--- config.mk ---
export PLATFORM = sky130hd
export DESIGN_NAME = serial_add_ctrl_flat
export DESIGN_NICKNAME = d
export VERILOG_FILES = /design/src/rtl/serial_add_ctrl_if.sv /design/src/rtl/serial_add_ctrl.sv /design/src/flat_wrapper.sv
export SDC_FILE = /design/constraint.sdc
export NUM_CORES = 1
export LEC_CHECK = 0
export CAP_MARGIN = 10
export CORE_MARGIN = 1.5
export CORE_UTILIZATION = 50
export DETAILED_ROUTE_END_ITERATION = 8
export PLACE_DENSITY = 0.82
export SLEW_MARGIN = 20
export SYNTH_ARGS = -nofsm -noshare
export SYNTH_HDL_FRONTEND = slang
export SYNTH_SLANG_ARGS = --single-unit
--- constraint.sdc ---
create_clock -name clk -period 3 [get_ports clk]
set_input_delay 0.6 -clock clk [delete_from_list [all_inputs] [get_ports clk]]
set_output_delay 0.6 -clock clk [all_outputs]
set_load 0.03 [all_outputs]
--- src/rtl/serial_add_ctrl_if.sv ---
// Operand and result handshake bundle for serial_add_ctrl.
// The ovf signal exists only when SERIAL_ADD_OVF_EN is defined.
interface serial_add_ctrl_if #(
  parameter int WIDTH = 8
);
  logic             in_valid;
  logic             in_ready;
  logic [WIDTH-1:0] op_a;
  logic [WIDTH-1:0] op_b;
  logic             cin;
  logic             sub;
  logic             out_valid;
  logic             out_ready;
  logic [WIDTH-1:0] result;
  logic             cout;
`ifdef SERIAL_ADD_OVF_EN
  logic             ovf;

  modport master (
    output in_valid, op_a, op_b, cin, sub, out_ready,
    input  in_ready, out_valid, result, cout, ovf
  );

  modport slave (
    input  in_valid, op_a, op_b, cin, sub, out_ready,
    output in_ready, out_valid, result, cout, ovf
  );
`else
  modport master (
    output in_valid, op_a, op_b, cin, sub, out_ready,
    input  in_ready, out_valid, result, cout
  );

  modport slave (
    input  in_valid, op_a, op_b, cin, sub, out_ready,
    output in_ready, out_valid, result, cout
  );
`endif
endinterface

--- src/rtl/serial_add_ctrl.sv ---
// Bit-serial add/subtract controller time-sharing one external full_adder, LSB first.
// Define SERIAL_ADD_OVF_EN to add the signed-overflow output (ovf) and its c_msb_in flop.
module serial_add_ctrl #(
  parameter int WIDTH = 8
) (
  input  logic             clk,
  input  logic             rst_n,
  serial_add_ctrl_if.slave bus,
  output logic             fa_a,
  output logic             fa_b,
  output logic             fa_c,
  input  logic             fa_s,
  input  logic             fa_ca
);

  localparam int            CW       = (WIDTH > 1) ? $clog2(WIDTH) : 1;
  localparam logic [CW-1:0] LAST_BIT = CW'(WIDTH - 1);

  typedef enum logic [1:0] {
    IDLE = 2'd0,
    RUN  = 2'd1,
    DONE = 2'd2
  } state_t;

  state_t           state;
  state_t           state_nxt;
  logic [WIDTH-1:0] a_sh;
  logic [WIDTH-1:0] b_sh;
  logic [WIDTH-1:0] res_sh;
  logic             carry_q;
  logic [CW-1:0]    bit_cnt;
  logic             in_ready_q;
  logic             accept;
`ifdef SERIAL_ADD_OVF_EN
  logic             c_msb_in;
`endif

  // in_ready is registered so it stays low through reset and rises one edge after release.
  // NOTE: sequential state uses non-blocking (<=) so every flop samples pre-edge values.
  always_ff @(posedge clk or negedge rst_n) begin
    if (!rst_n) begin
      state      <= IDLE;
      in_ready_q <= 1'b0;
    end else begin
      state      <= state_nxt;
      in_ready_q <= (state_nxt == IDLE);
    end
  end

  // NOTE: every output of this block gets a default first, so no path can infer a latch.
  always_comb begin
    state_nxt     = state;
    accept        = 1'b0;
    fa_a          = 1'b0;
    fa_b          = 1'b0;
    fa_c          = 1'b0;
    bus.in_ready  = in_ready_q;
    bus.out_valid = 1'b0;
    bus.result    = '0;
    bus.cout      = 1'b0;
`ifdef SERIAL_ADD_OVF_EN
    bus.ovf       = 1'b0;
`endif
    case (state)
      IDLE: begin
        if (bus.in_valid && in_ready_q) begin
          accept    = 1'b1;
          state_nxt = RUN;
        end
      end
      RUN: begin
        fa_a = a_sh[0];
        fa_b = b_sh[0];
        fa_c = carry_q;
        if (bit_cnt == LAST_BIT) begin
          state_nxt = DONE;
        end
      end
      DONE: begin
        bus.out_valid = 1'b1;
        bus.result    = res_sh;
        bus.cout      = carry_q;
`ifdef SERIAL_ADD_OVF_EN
        bus.ovf       = c_msb_in ^ carry_q;
`endif
        if (bus.out_ready) begin
          state_nxt = IDLE;
        end
      end
      default: state_nxt = IDLE;
    endcase
  end

  // Subtraction is A + ~B + 1, so the inversion and forced carry happen once at capture.
  always_ff @(posedge clk or negedge rst_n) begin
    if (!rst_n) begin
      a_sh     <= '0;
      b_sh     <= '0;
      res_sh   <= '0;
      carry_q  <= 1'b0;
      bit_cnt  <= '0;
`ifdef SERIAL_ADD_OVF_EN
      c_msb_in <= 1'b0;
`endif
    end else if (accept) begin
      a_sh    <= bus.op_a;
      b_sh    <= bus.sub ? ~bus.op_b : bus.op_b;
      carry_q <= bus.sub | bus.cin;
      bit_cnt <= '0;
    end else if (state == RUN) begin
      res_sh  <= {fa_s, res_sh[WIDTH-1:1]};
      carry_q <= fa_ca;
      a_sh    <= a_sh >> 1;
      b_sh    <= b_sh >> 1;
      bit_cnt <= bit_cnt + 1'b1;
`ifdef SERIAL_ADD_OVF_EN
      // On the last bit carry_q still holds the carry into the MSB.
      if (bit_cnt == LAST_BIT) begin
        c_msb_in <= carry_q;
      end
`endif
    end
  end

endmodule

--- src/flat_wrapper.sv ---
// flat-port wrapper written by rule: the top's interface ports become plain ports
module serial_add_ctrl_flat 
#(
  parameter int WIDTH = 8
)
  (clk, rst_n, fa_a, fa_b, fa_c, fa_s, fa_ca, bus_in_valid, bus_op_a, bus_op_b, bus_cin, bus_sub, bus_out_ready, bus_in_ready, bus_out_valid, bus_result, bus_cout);
  serial_add_ctrl_if #(.WIDTH(WIDTH)) bus_i ();
  input  logic clk;
  input  logic rst_n;
  output logic fa_a;
  output logic fa_b;
  output logic fa_c;
  input  logic fa_s;
  input  logic fa_ca;
  input wire logic [$bits(bus_i.in_valid)-1:0] bus_in_valid;
  input wire logic [$bits(bus_i.op_a)-1:0] bus_op_a;
  input wire logic [$bits(bus_i.op_b)-1:0] bus_op_b;
  input wire logic [$bits(bus_i.cin)-1:0] bus_cin;
  input wire logic [$bits(bus_i.sub)-1:0] bus_sub;
  input wire logic [$bits(bus_i.out_ready)-1:0] bus_out_ready;
  output wire logic [$bits(bus_i.in_ready)-1:0] bus_in_ready;
  output wire logic [$bits(bus_i.out_valid)-1:0] bus_out_valid;
  output wire logic [$bits(bus_i.result)-1:0] bus_result;
  output wire logic [$bits(bus_i.cout)-1:0] bus_cout;
  assign bus_i.in_valid = bus_in_valid;
  assign bus_i.op_a = bus_op_a;
  assign bus_i.op_b = bus_op_b;
  assign bus_i.cin = bus_cin;
  assign bus_i.sub = bus_sub;
  assign bus_i.out_ready = bus_out_ready;
  assign bus_in_ready = bus_i.in_ready;
  assign bus_out_valid = bus_i.out_valid;
  assign bus_result = bus_i.result;
  assign bus_cout = bus_i.cout;
  serial_add_ctrl #(.WIDTH(WIDTH)) u_core (.clk(clk), .rst_n(rst_n), .bus(bus_i), .fa_a(fa_a), .fa_b(fa_b), .fa_c(fa_c), .fa_s(fa_s), .fa_ca(fa_ca));
endmodule
==> results_tabular.tex, run 1 <==
\begin{tabular}{lr}
\hline
Metric & Value \\
\hline
\multicolumn{2}{l}{\textbf{Cells and area}} \\
Most common library cell in the layout ignoring fill and taps & sky130\_fd\_sc\_hd\_\_nand2\_1 \\
N\_diodes & 0 \\
Relative area change from synthesis to final layout & 27.1\% \\
Most used cells in the layout excluding fill and tap cells & sky130\_fd\_sc\_hd\_\_nand2\_1 (58), sky130\_fd\_sc\_hd\_\_clkdlybuf4s50\_1 (37), sky130\_fd\_sc\_hd\_\_dfrtp\_1 (31), sky130\_fd\_sc\_hd\_\_nor2\_1 (13), sky130\_fd\_sc\_hd\_\_a31oi\_1 (13) \\
Total non-filler cell area in the finished layout & 0.00193 mm\^{}2 \\
Total Nets Final & 233 \\
Proportion of layout cells with a drive suffix above 1 & 7.21\% \\
\multicolumn{2}{l}{\textbf{Power}} \\
Power per cell area & 874 mW/mm\^{}2 \\
Pleak & 0.906 nW \\
Maximum vdd ir drop & 0.434 mV \\
\multicolumn{2}{l}{\textbf{Synthesis}} \\
Synth Warn \# & 0 \\
Number of synthesized register bits & 31 \\
XOR/XNOR share of the synthesized area & 4.62\% \\
Number of distinct library cell variants in the gate-level netlist after synthesis & 23 \\
Basic-gate share of the synthesized area counting and, or, nand and nor cells & 28.9\% \\
Post-synthesis cell type with the largest combined area & sky130\_fd\_sc\_hd\_\_dfrtp\_1 \\
Fraction of the yosys area taken by sequential cells & 51.2\% \\
Proportion of synthesized area in mux cells & 0\% \\
Area of the mapped netlist & 0.00152 mm\^{}2 \\
Compound-Gate Fraction of Synth Area & 7.67\% \\
Top cell type's share of synthesized area & 51.2\% \\
Synthesized area per cell & 8.92 um\^{}2 \\
Ranking of synthesized cells by area & sky130\_fd\_sc\_hd\_\_dfrtp\_1 (51\%), sky130\_fd\_sc\_hd\_\_nand2\_1 (14\%), sky130\_fd\_sc\_hd\_\_a31oi\_1 (5.4\%) \\
Syn nets & 196 \\
Adder-Cell Fraction of Synth Area & 1.65\% \\
Combinational family with the most area after synthesis & simple AND/OR/NAND/NOR gates \\
Syn Inst Count & 170 \\
\multicolumn{2}{l}{\textbf{Timing}} \\
Setup repair after global routing missed its margin & no \\
Worst path setup slack after routing & 0.351 ns \\
Final setup violation count & 0 \\
Final hold violation count & 0 \\
Max Clk Rate & 377 MHz \\
Minimum clock period after layout & 2.65 ns \\
Final cycle utilization of the critical path & 88.3\% \\
Headroom to the max-slew limit & 62.4\% \\
Max Clock Skew & 0.0110 ns \\
Post-route setup TNS & 0 ns \\
Max-slew violation count & 0 \\
Worst slew pin tran & 0.564 ns \\
\multicolumn{2}{l}{\textbf{Die}} \\
Initial cell density of the core & 54.1\% \\
Die area & 0.00337 mm\^{}2 \\
I/O pin total & 38 \\
Number of rows in the core area & 19 \\
Chip Height & 58.1 um \\
Die width & 58.1 um \\
Floorplan Core Area & 0.00281 mm\^{}2 \\
\multicolumn{2}{l}{\textbf{Detailed routing}} \\
Iteration count of the initial detailed-routing pass & 7 \\
Vias & 1244 \\
Iteration-0 DRC Markers & 90 \\
Count of antenna-violating nets left after detailed routing & 0 \\
Total DRC errors in the routed layout & 0 \\
Wire per inst & 12.3 um \\
Routed wire length & 2.94 mm \\
Via-to-Cell Ratio & 5.21 \\
\multicolumn{2}{l}{\textbf{Clocking}} \\
Clock latency on the worst-skew pair & 0.33 ns \\
Number of CTS-inserted buffers & 5 \\
Number of cells upsized or downsized after cts & 0 \\
CTS Root Cell & sky130\_fd\_sc\_hd\_\_clkbuf\_4 \\
Buffers inserted by post-CTS timing repair & 0 \\
Hold buffer count at CTS & 0 \\
Number of sinks on the clock net & 31 \\
Number of levels the H-tree was split into & 2 \\
CTS clock-pin slew for the worst setup and hold paths & 0.09 ns \\
TritonCTS clock tree & yes \\
Largest buffer count on any clock path & 2 \\
\multicolumn{2}{l}{\textbf{Global routing}} \\
Overall Global Routing Usage & 19.1\% \\
Remaining Overflow, GRT & 0 \\
Initial antenna violation count & 0 \\
Vias in the first global route & 1137 \\
First-pass GRT wire length & 4.89 mm \\
Maximum number of pins on one net before global-route repair & 32 \\
\multicolumn{2}{l}{\textbf{Critical path}} \\
Peak fanout along the critical path & 13 \\
Capturing element type of the critical path & output port \\
Arrival time at the worst endpoint & 2.05 ns \\
Critical Path RT & 2.40 ns \\
Worst Setup Path Type & reg2out \\
Type of origin of the critical path & flip-flop \\
\multicolumn{2}{l}{\textbf{Run}} \\
Count of maximum capacitance violations & 0 \\
\multicolumn{2}{l}{\textbf{Status}} \\
Outcome & finished clean \\
\multicolumn{2}{l}{\textbf{Placed design}} \\
Final estimated routing congestion in global placement & 0.733 \\
Area of placed instances & 0.00187 mm\^{}2 \\
Worst slack after detailed placement & 0.711 ns \\
HPWL reported at the end of detailed placement & 2.01 mm \\
Count of buffers from port buffering & 37 \\
\multicolumn{2}{l}{\textbf{Worst hold path}} \\
Worst hold path class & reg2reg \\
\hline
\end{tabular}
[worst max-delay path, cell delays in order (launching register included)]
cell                              delay (ns)
sky130_fd_sc_hd__dfrtp_1                0.41
sky130_fd_sc_hd__and2b_1                0.46
sky130_fd_sc_hd__and2_1                 0.19
sky130_fd_sc_hd__clkdlybuf4s50_1        0.67
[sequential cells by signal (all words and copies together) (netlist names)]
register and count:
u_core.bus.in_ready 1, u_core.res_sh 8, u_core.a_sh 8, u_core.state 2
u_core.b_sh 8, u_core.carry_q 1, u_core.bit_cnt 3
[power breakdown]
part	leakage, nW	total [W]	internal, W	switching (W)
clock network	0.0347	0.000232	0.0000870	0.000145
registers	0.391	0.000713	0.000606	0.000107
logic	0.481	0.000739	0.000304	0.000434
total	0.906	0.00168	0.000997	0.000686
[worst paths after layout]
| check | from | endpoint | slack (ns) | depth (start not counted) |
|---|---|---|---|---|
| setup / recovery | u_core.state[1] | fa_c | 0.35 | 3 |
| hold / removal | u_core.res_sh[0] | u_core.res_sh[0] | 0.49 | 2 |
| setup reg to reg | u_core.state[1] | u_core.a_sh[4] | 1.55 | 4 |
| hold reg to reg | u_core.res_sh[0] | u_core.res_sh[0] | 0.49 | 2 |
| max in group asynchronous | rst_n | u_core.bit_cnt[0] | 2.06 | 2 |
| min in group asynchronous | rst_n | u_core.b_sh[5] | 0.65 | 2 |
[routing by layer]
metal  vias to the layer above  share of wire [%]  global-route usage [%]
met3                         7                4.9                    4.69
met2                        26                 49                    30.7
met1                       586                 44                    24.6
li1                        625                  -                       -
met4                         0                1.6                    7.97
met5                         -                  0                       0
[logic make-up (layout without fill, tap and decap cells)]
group,count (synthesis),count (layout)
buffers and inverters,12,50
adder cells (fa/ha/maj),2,2
flip-flops,31,31
AO/OA/AOI/OAI,19,19
XOR/XNOR,8,8
AND/OR/NAND/NOR,98,98
[stage by stage]
step           power (W)  cells  utilization (%)  hold WS [ns]
2_1_floorplan    0.00126    170                -         0.304
3_3_place_gp     0.00142    231             66.7         0.454
3_5_place_dp     0.00146    231             66.7         0.465
4_1_cts          0.00169    239             68.6         0.488
5_1_grt          0.00183    239             68.7         0.514
6_report         0.00168    239             68.7         0.486
[cell usage after synthesis (all sizes together)]
cell     instances
nand2b           1
nand3            8
nand4bb          1
a31oi           13
a21o             1
and4bb           1
dfrtp           31
o21ai            4
nor2b            1
nand2           58
nor2            13
a22oi            1
nor3             1
xor2             7
buf             12
and2b            2
ha               2
and2            12
xnor2            1
[layout make-up]
class,count,area (um^2)
Multi-Input combinational cell,127,652
Clock inverter,3,15.0
Fill cell,246,878
Timing Repair Buffer,42,408
Tap cell,31,38.8
Sequential cell,31,776
Clock buffer,5,37.5
No activity file was read; power rests on OpenSTA's default activity.
==> inputs of run 2 (changes only) <==
Settings changed: CTS_CLUSTER_DIAMETER from default to 120, PLACE_DENSITY 0.82 to 0.81.
==> run 2 against run 1 <==
Against the previous run: the run now ends with design-rule violations left; cell area decreased by 0.13%; register-to-register slack got worse by 0.02 ns; power grew 0.31%; combinational power shrank 1%; sequential power about the same; worst setup slack gained 0.021 ns; critical path type unchanged; die area is the same; non-clock buffer count decreased by 1; largest power group unchanged.
==> results_tabular.tex, run 2 (same netlist as run 1, synthesis figures left out) <==
\begin{tabular}{lr}
\hline
Metric & Value \\
\hline
\multicolumn{2}{l}{\textbf{Power}} \\
Pleak & 0.894 nW (-1.4\%) \\
Clock power frac & 14.3\% (+0.5 points) \\
Maximum vdd ir drop & 0.473 mV (+9.1\%) \\
Power per cell area & 878 mW/mm\^{}2 (+0.44\%) \\
Switching power total & 0.000700 W (+2.0\%) \\
Combinational fraction of design power & 43.3\% (-0.6 points) \\
Net Sw Frac & 41.5\% (+0.70 points) \\
Internal power & 0.000989 W (-0.88\%) \\
Sequential group share of total power & 42.4\% (about the same) \\
\multicolumn{2}{l}{\textbf{Timing}} \\
Final cycle utilization of the critical path & 87.6\% (-0.71 points) \\
Max-slew violation count & 0 (unchanged) \\
Final setup violation count & 0 (unchanged) \\
Final hold violation count & 0 (unchanged) \\
Max Clk Rate & 381 MHz (+0.81\%) \\
Worst slew pin tran & 0.557 ns (-0.00611 ns) \\
Headroom to the max-slew limit & 62.8\% (+0.41 points) \\
Final-layout worst hold slack & 0.490 ns (+0.00384 ns) \\
Max Clock Skew & 0.0135 ns (+0.00249 ns) \\
Post-route setup TNS & 0 ns (unchanged) \\
Minimum clock period after layout & 2.63 ns (-0.0213 ns) \\
Setup repair after global routing missed its margin & no \\
\multicolumn{2}{l}{\textbf{Detailed routing}} \\
Vias & 1231 (-1.0\%) \\
Via-to-Cell Ratio & 5.17 (-0.63\%) \\
Routed wire length & 3.15 mm (+7.2\%) \\
Iteration count of the initial detailed-routing pass & 6 (-1) \\
Count of antenna-violating nets left after detailed routing & 0 (unchanged) \\
Wire per inst & 13.2 um (+7.6\%) \\
Total DRC errors in the routed layout & 3 (+3) \\
Iteration-0 DRC Markers & 73 (-19\%) \\
\multicolumn{2}{l}{\textbf{Die}} \\
Die area & 0.00337 mm\^{}2 (unchanged) \\
Chip Height & 58.1 um (unchanged) \\
Floorplan Core Area & 0.00281 mm\^{}2 (unchanged) \\
I/O pin total & 38 (unchanged) \\
Initial cell density of the core & 54.1\% (unchanged) \\
Die width & 58.1 um (unchanged) \\
Number of rows in the core area & 19 (unchanged) \\
\multicolumn{2}{l}{\textbf{Clocking}} \\
TritonCTS clock tree & yes \\
Number of cells upsized or downsized after cts & 0 (unchanged) \\
Number of sinks on the clock net & 31 (unchanged) \\
CTS clock-pin slew for the worst setup and hold paths & 0.11 ns (+0.02 ns) \\
Hold buffer count at CTS & 0 (unchanged) \\
CTS Root Cell & sky130\_fd\_sc\_hd\_\_clkbuf\_4 \\
Clock latency on the worst-skew pair & 0.33 ns (about the same) \\
Buffers inserted by post-CTS timing repair & 0 (unchanged) \\
Number of levels the H-tree was split into & 2 (unchanged) \\
Largest buffer count on any clock path & 2 (unchanged) \\
Number of CTS-inserted buffers & 5 (unchanged) \\
\multicolumn{2}{l}{\textbf{Cells and area}} \\
Proportion of layout cells with a drive suffix above 1 & 6.76\% (-0.45 points) \\
Final core area utilization & 68.6\% (-0.089 points) \\
N\_diodes & 0 (unchanged) \\
Most common library cell in the layout ignoring fill and taps & sky130\_fd\_sc\_hd\_\_nand2\_1 \\
Relative area change from synthesis to final layout & 26.9\% \\
Registers with the most flip-flops & u\_core.a\_sh: 8 flops, u\_core.b\_sh: 8 flops, u\_core.res\_sh: 8 flops \\
Total Nets Final & 232 (-0.43\%) \\
Most used cells in the layout excluding fill and tap cells & sky130\_fd\_sc\_hd\_\_nand2\_1 (58), sky130\_fd\_sc\_hd\_\_clkdlybuf4s50\_1 (37), sky130\_fd\_sc\_hd\_\_dfrtp\_1 (31), sky130\_fd\_sc\_hd\_\_nor2\_1 (13), sky130\_fd\_sc\_hd\_\_a31oi\_1 (13) \\
Final standard cell count with taps included and fillers excluded & 238 (-0.42\%) \\
\multicolumn{2}{l}{\textbf{Critical path}} \\
Peak fanout along the critical path & 12 (-1) \\
Worst R2R Path Depth & 4 (unchanged) \\
Worst-case register-to-register setup slack & 1.53 ns (-0.02 ns) \\
Capturing element type of the critical path & output port \\
Worst Setup Path Type & reg2out \\
Arrival time at the worst endpoint & 2.03 ns (-0.02 ns) \\
Critical Path RT & 2.40 ns (about the same) \\
Type of origin of the critical path & flip-flop \\
\multicolumn{2}{l}{\textbf{Placed design}} \\
Final estimated routing congestion in global placement & 0.740 (+0.96\%) \\
Placed instance count & 230 (-0.43\%) \\
HPWL reported at the end of detailed placement & 2.19 mm (+8.9\%) \\
Count of buffers from port buffering & 37 (unchanged) \\
\multicolumn{2}{l}{\textbf{Global routing}} \\
Overall Global Routing Usage & 20.3\% (+1.3 points) \\
Remaining Overflow, GRT & 0 (unchanged) \\
Initial antenna violation count & 0 (unchanged) \\
Maximum number of pins on one net before global-route repair & 32 (unchanged) \\
First-pass GRT wire length & 5.22 mm (+6.8\%) \\
Vias in the first global route & 1183 (+4.0\%) \\
\multicolumn{2}{l}{\textbf{Status}} \\
Outcome & complete, but fails checks \\
Violations in the final reports & design-rule violations \\
\multicolumn{2}{l}{\textbf{Run}} \\
Count of maximum capacitance violations & 0 (unchanged) \\
\multicolumn{2}{l}{\textbf{Worst hold path}} \\
Worst hold path class & reg2reg \\
Hold path depth & 2 (unchanged) \\
\hline
\end{tabular}
## run 2: cell count changes in the layout (fill, tap and decap cells not counted)
cell and change:
sky130_fd_sc_hd__clkinv_2 -2, sky130_fd_sc_hd__clkinvlp_4 +2, sky130_fd_sc_hd__buf_4 -1
## run 2: power by group through the flow
stage / Clock, W / Sequential [W] / Combinational (W)
3_3_place_gp: 0 / 0.000711 / 0.000705
6_report: 0.000242 / 0.000716 / 0.000731
2_1_floorplan: 0 / 0.000705 / 0.000556
5_1_grt: 0.000268 / 0.000739 / 0.000828
4_1_cts: 0.000245 / 0.000715 / 0.000741
3_5_place_dp: 0 / 0.000723 / 0.000736
## run 2: cell type report
| cell class | count | area (um^2) |
|---|---|---|
| fill | 242 | 881 |
| multi-input combinational | 127 | 652 |
| clock buffer | 5 | 37.5 |
| tap | 31 | 38.8 |
| timing repair buffer | 41 | 400 |
| clock inverter | 3 | 20.0 |
| sequential | 31 | 776 |
## run 2: worst paths after layout
kind | startpoint | end
setup / recovery | u_core.state[1] | fa_a
hold / removal | u_core.res_sh[0] | u_core.res_sh[0]
setup reg to reg | u_core.state[1] | u_core.a_sh[2]
hold reg to reg | u_core.res_sh[0] | u_core.res_sh[0]
max in group asynchronous | rst_n | u_core.b_sh[2]
min in group asynchronous | rst_n | u_core.res_sh[3]
## run 2: worst max-delay path: stages, from the launching register on
cell and delay, ns:
sky130_fd_sc_hd__dfrtp_1 0.42, sky130_fd_sc_hd__and2b_1 0.41, sky130_fd_sc_hd__and2_1 0.20, sky130_fd_sc_hd__clkdlybuf4s50_1 0.68
## run 2: routing by layer
| metal | part of all wire (%) | track usage [%] | vias up |
|---|---|---|---|
| met5 | 0 | 0 | - |
| met4 | 0.51 | 4.98 | 0 |
| met3 | 5.8 | 5.36 | 2 |
| met2 | 50 | 34.7 | 32 |
| met1 | 44 | 25.7 | 579 |
| li1 | - | - | 618 |
## run 2: stage by stage
stage | setup WS, ns | total power [W] | instance area, um^2
finish | 0.372 | 0.00169 | 1920
global route | 0.254 | 0.00184 | 1920
CTS | 0.368 | 0.00170 | 1920
detailed placement | 0.736 | 0.00146 | 1860
global placement | 0.750 | 0.00142 | 1860
floorplan | 1.27 | 0.00126 | 1520
==> inputs of run 3 (changes only) <==
Settings changed: CORE_UTILIZATION 50 to 49, PLACE_DENSITY 0.81 to 0.8.
==> run 3 against run 2 <==
Against the previous run: die area up 1.9%; worst hold slack got worse by 0.017 ns; global-route usage decreased by 0.80 points; critical endpoint unchanged; largest power group unchanged; critical path depth unchanged; the flow now finishes without violations; flip-flop and latch count did not move; combinational power decreased by 2%; first-iteration DRC count up 1.4%; clock skew is 0.0015 ns lower.
==> results_tabular.tex, run 3 (same netlist as run 1, synthesis figures left out) <==
\begin{tabular}{lr}
\hline
Metric & Value \\
\hline
\multicolumn{2}{l}{\textbf{Status}} \\
Outcome & finished clean \\
\multicolumn{2}{l}{\textbf{Cells and area}} \\
Filler cells & 243 (+0.41\%) \\
Registers with the most flip-flops & u\_core.a\_sh: 8 flops, u\_core.b\_sh: 8 flops, u\_core.res\_sh: 8 flops \\
Most used cells in the layout excluding fill and tap cells & sky130\_fd\_sc\_hd\_\_nand2\_1 (58), sky130\_fd\_sc\_hd\_\_clkdlybuf4s50\_1 (37), sky130\_fd\_sc\_hd\_\_dfrtp\_1 (31), sky130\_fd\_sc\_hd\_\_nor2\_1 (13), sky130\_fd\_sc\_hd\_\_a31oi\_1 (13) \\
Total Nets Final & 231 (-0.43\%) \\
Most common library cell in the layout ignoring fill and taps & sky130\_fd\_sc\_hd\_\_nand2\_1 \\
Relative area change from synthesis to final layout & 25.3\% \\
N\_diodes & 0 (unchanged) \\
Total non-filler cell area in the finished layout & 0.00190 mm\^{}2 (-1.2\%) \\
Proportion of layout cells with a drive suffix above 1 & 4.41\% (-2.4 points) \\
\multicolumn{2}{l}{\textbf{Critical path}} \\
Worst-case register-to-register setup slack & 1.37 ns (-0.16 ns) \\
Worst R2R Path Depth & 3 (-1) \\
Critical Path RT & 2.40 ns (about the same) \\
Launching point of the worst reg2reg path & u\_core.state[1] \\
Arrival time at the worst endpoint & 2.11 ns (+0.08 ns) \\
Capturing element type of the critical path & output port \\
Capturing point of the worst reg2reg path & u\_core.b\_sh[3] \\
Peak fanout along the critical path & 17 (+5) \\
Type of origin of the critical path & flip-flop \\
Worst Setup Path Type & reg2out \\
\multicolumn{2}{l}{\textbf{Global routing}} \\
Maximum number of pins on one net before global-route repair & 36 (+13\%) \\
Vias in the first global route & 1135 (-4.1\%) \\
First-pass GRT wire length & 5.04 mm (-3.3\%) \\
Overall Global Routing Usage & 19.5\% (-0.80 points) \\
Initial antenna violation count & 0 (unchanged) \\
Remaining Overflow, GRT & 0 (unchanged) \\
\multicolumn{2}{l}{\textbf{Detailed routing}} \\
Vias & 1215 (-1.3\%) \\
Iteration-0 DRC Markers & 74 (+1.4\%) \\
Iteration count of the initial detailed-routing pass & 4 (-2) \\
Routed metal-1 wirelength & 1.34 mm (-3.1\%) \\
Via-to-Cell Ratio & 5.13 (-0.88\%) \\
Routed wire length & 2.91 mm (-7.7\%) \\
Total DRC errors in the routed layout & 0 (-3) \\
Top layer in use & met4 \\
Wire per inst & 12.3 um (-7.3\%) \\
Count of antenna-violating nets left after detailed routing & 0 (unchanged) \\
Met2 wire len & 1.39 mm (-11\%) \\
Wire length on met3 & 136 um (-26\%) \\
\multicolumn{2}{l}{\textbf{Worst hold path}} \\
Hold path depth & 2 (unchanged) \\
Sink of the worst hold path & u\_core.res\_sh[0] \\
Worst hold path class & reg2reg \\
Worst hold start & u\_core.res\_sh[0] \\
\multicolumn{2}{l}{\textbf{Timing}} \\
Max-slew violation count & 0 (unchanged) \\
Final hold violation count & 0 (unchanged) \\
Max Clk Rate & 369 MHz (-3.0\%) \\
Minimum clock period after layout & 2.71 ns (+0.0808 ns) \\
Worst slew pin tran & 1.05 ns (+0.493 ns) \\
Headroom to the max-slew limit & 30.0\% (-33 points) \\
Final cycle utilization of the critical path & 90.3\% (+2.7 points) \\
Setup repair after global routing missed its margin & no \\
Max Clock Skew & 0.0120 ns (-0.00154 ns) \\
Final setup violation count & 0 (unchanged) \\
Post-route setup TNS & 0 ns (unchanged) \\
\multicolumn{2}{l}{\textbf{Clocking}} \\
Largest buffer count on any clock path & 2 (unchanged) \\
Number of levels the H-tree was split into & 2 (unchanged) \\
Number of CTS-inserted buffers & 5 (unchanged) \\
Number of sinks on the clock net & 31 (unchanged) \\
Buffers inserted by post-CTS timing repair & 0 (unchanged) \\
TritonCTS clock tree & yes \\
CTS Root Cell & sky130\_fd\_sc\_hd\_\_clkbuf\_4 \\
Number of cells upsized or downsized after cts & 0 (unchanged) \\
Clock latency on the worst-skew pair & 0.32 ns (about the same) \\
Hold buffer count at CTS & 0 (unchanged) \\
CTS clock-pin slew for the worst setup and hold paths & 0.08 ns (-0.03 ns) \\
\multicolumn{2}{l}{\textbf{Power}} \\
Power per cell area & 862 mW/mm\^{}2 (-1.8\%) \\
Total power draw & 0.00164 W (-3.1\%) \\
Pleak & 0.887 nW (-0.79\%) \\
Maximum vdd ir drop & 0.444 mV (-6.1\%) \\
\multicolumn{2}{l}{\textbf{Die}} \\
Floorplan Core Area & 0.00300 mm\^{}2 (+7.0\%) \\
Die width & 58.6 um (+0.96\%) \\
Chip Height & 58.6 um (+0.96\%) \\
I/O pin total & 38 (unchanged) \\
Die area & 0.00344 mm\^{}2 (+1.9\%) \\
Initial cell density of the core & 50.5\% (-3.6 points) \\
Number of rows in the core area & 20 (+1) \\
\multicolumn{2}{l}{\textbf{Placed design}} \\
Final estimated routing congestion in global placement & 0.742 (+0.35\%) \\
Area of placed instances & 0.00186 mm\^{}2 (-0.27\%) \\
HPWL reported at the end of detailed placement & 1.98 mm (-9.5\%) \\
Count of buffers from port buffering & 37 (unchanged) \\
\multicolumn{2}{l}{\textbf{Run}} \\
Count of maximum capacitance violations & 0 (unchanged) \\
\hline
\end{tabular}
-- run 3: changes by cell type in the layout (fill, tap and decap cells not counted), sizes merged --
cell      change
clkbuf        +1
clkinv        -1
buf           -1
clkinvlp      -2
-- run 3: routing by layer --
metal  GRT usage, %  vias to the layer above
met5              0                        -
met2           31.0                       22
met3           5.93                        4
met1           25.5                      569
li1               -                      620
met4           6.82                        0
-- run 3: how the worst max path moves through the flow --
stage / to / from / slack [ns]
2_1_floorplan: bus_cout / u_core.state[0] / 1.27
3_3_place_gp: fa_a / u_core.state[1] / 0.65
3_5_place_dp: fa_c / u_core.state[1] / 0.64
4_1_cts: fa_a / u_core.state[1] / 0.29
5_1_grt: fa_a / u_core.state[1] / 0.17
6_report: fa_a / u_core.state[1] / 0.29
-- run 3: cell type report --
cell class	instances	area, um^2	share of cell area (%)
flip-flops and latches	31	776	40.8
clock buffers	6	41.3	2.17
well taps	33	41.3	2.17
multi-input cells	127	649	34.2
repair buffers	40	393	20.7
-- run 3: critical path, cell delays in order (launching register included) --
cell and delay, ns:
sky130_fd_sc_hd__dfrtp_1 0.41, sky130_fd_sc_hd__and2b_1 0.52, sky130_fd_sc_hd__and2_1 0.20, sky130_fd_sc_hd__clkdlybuf4s50_1 0.66
-- run 3: power breakdown --
| group | switching, W | internal (W) |
|---|---|---|
| Sequential | 0.000105 | 0.000607 |
| Combinational | 0.000425 | 0.000289 |
| Clock | 0.000129 | 0.0000832 |
-- run 3: through the flow --
stage / util (%) / std cells / hold slack (ns) / setup WS (ns)
2_1_floorplan: - / 170 / 0.304 / 1.27
3_3_place_gp: 61.9 / 231 / 0.453 / 0.653
3_5_place_dp: 61.9 / 231 / 0.455 / 0.641
4_1_cts: 63.3 / 237 / 0.477 / 0.286
5_1_grt: 63.3 / 237 / 0.520 / 0.170
6_report: 63.3 / 237 / 0.473 / 0.291
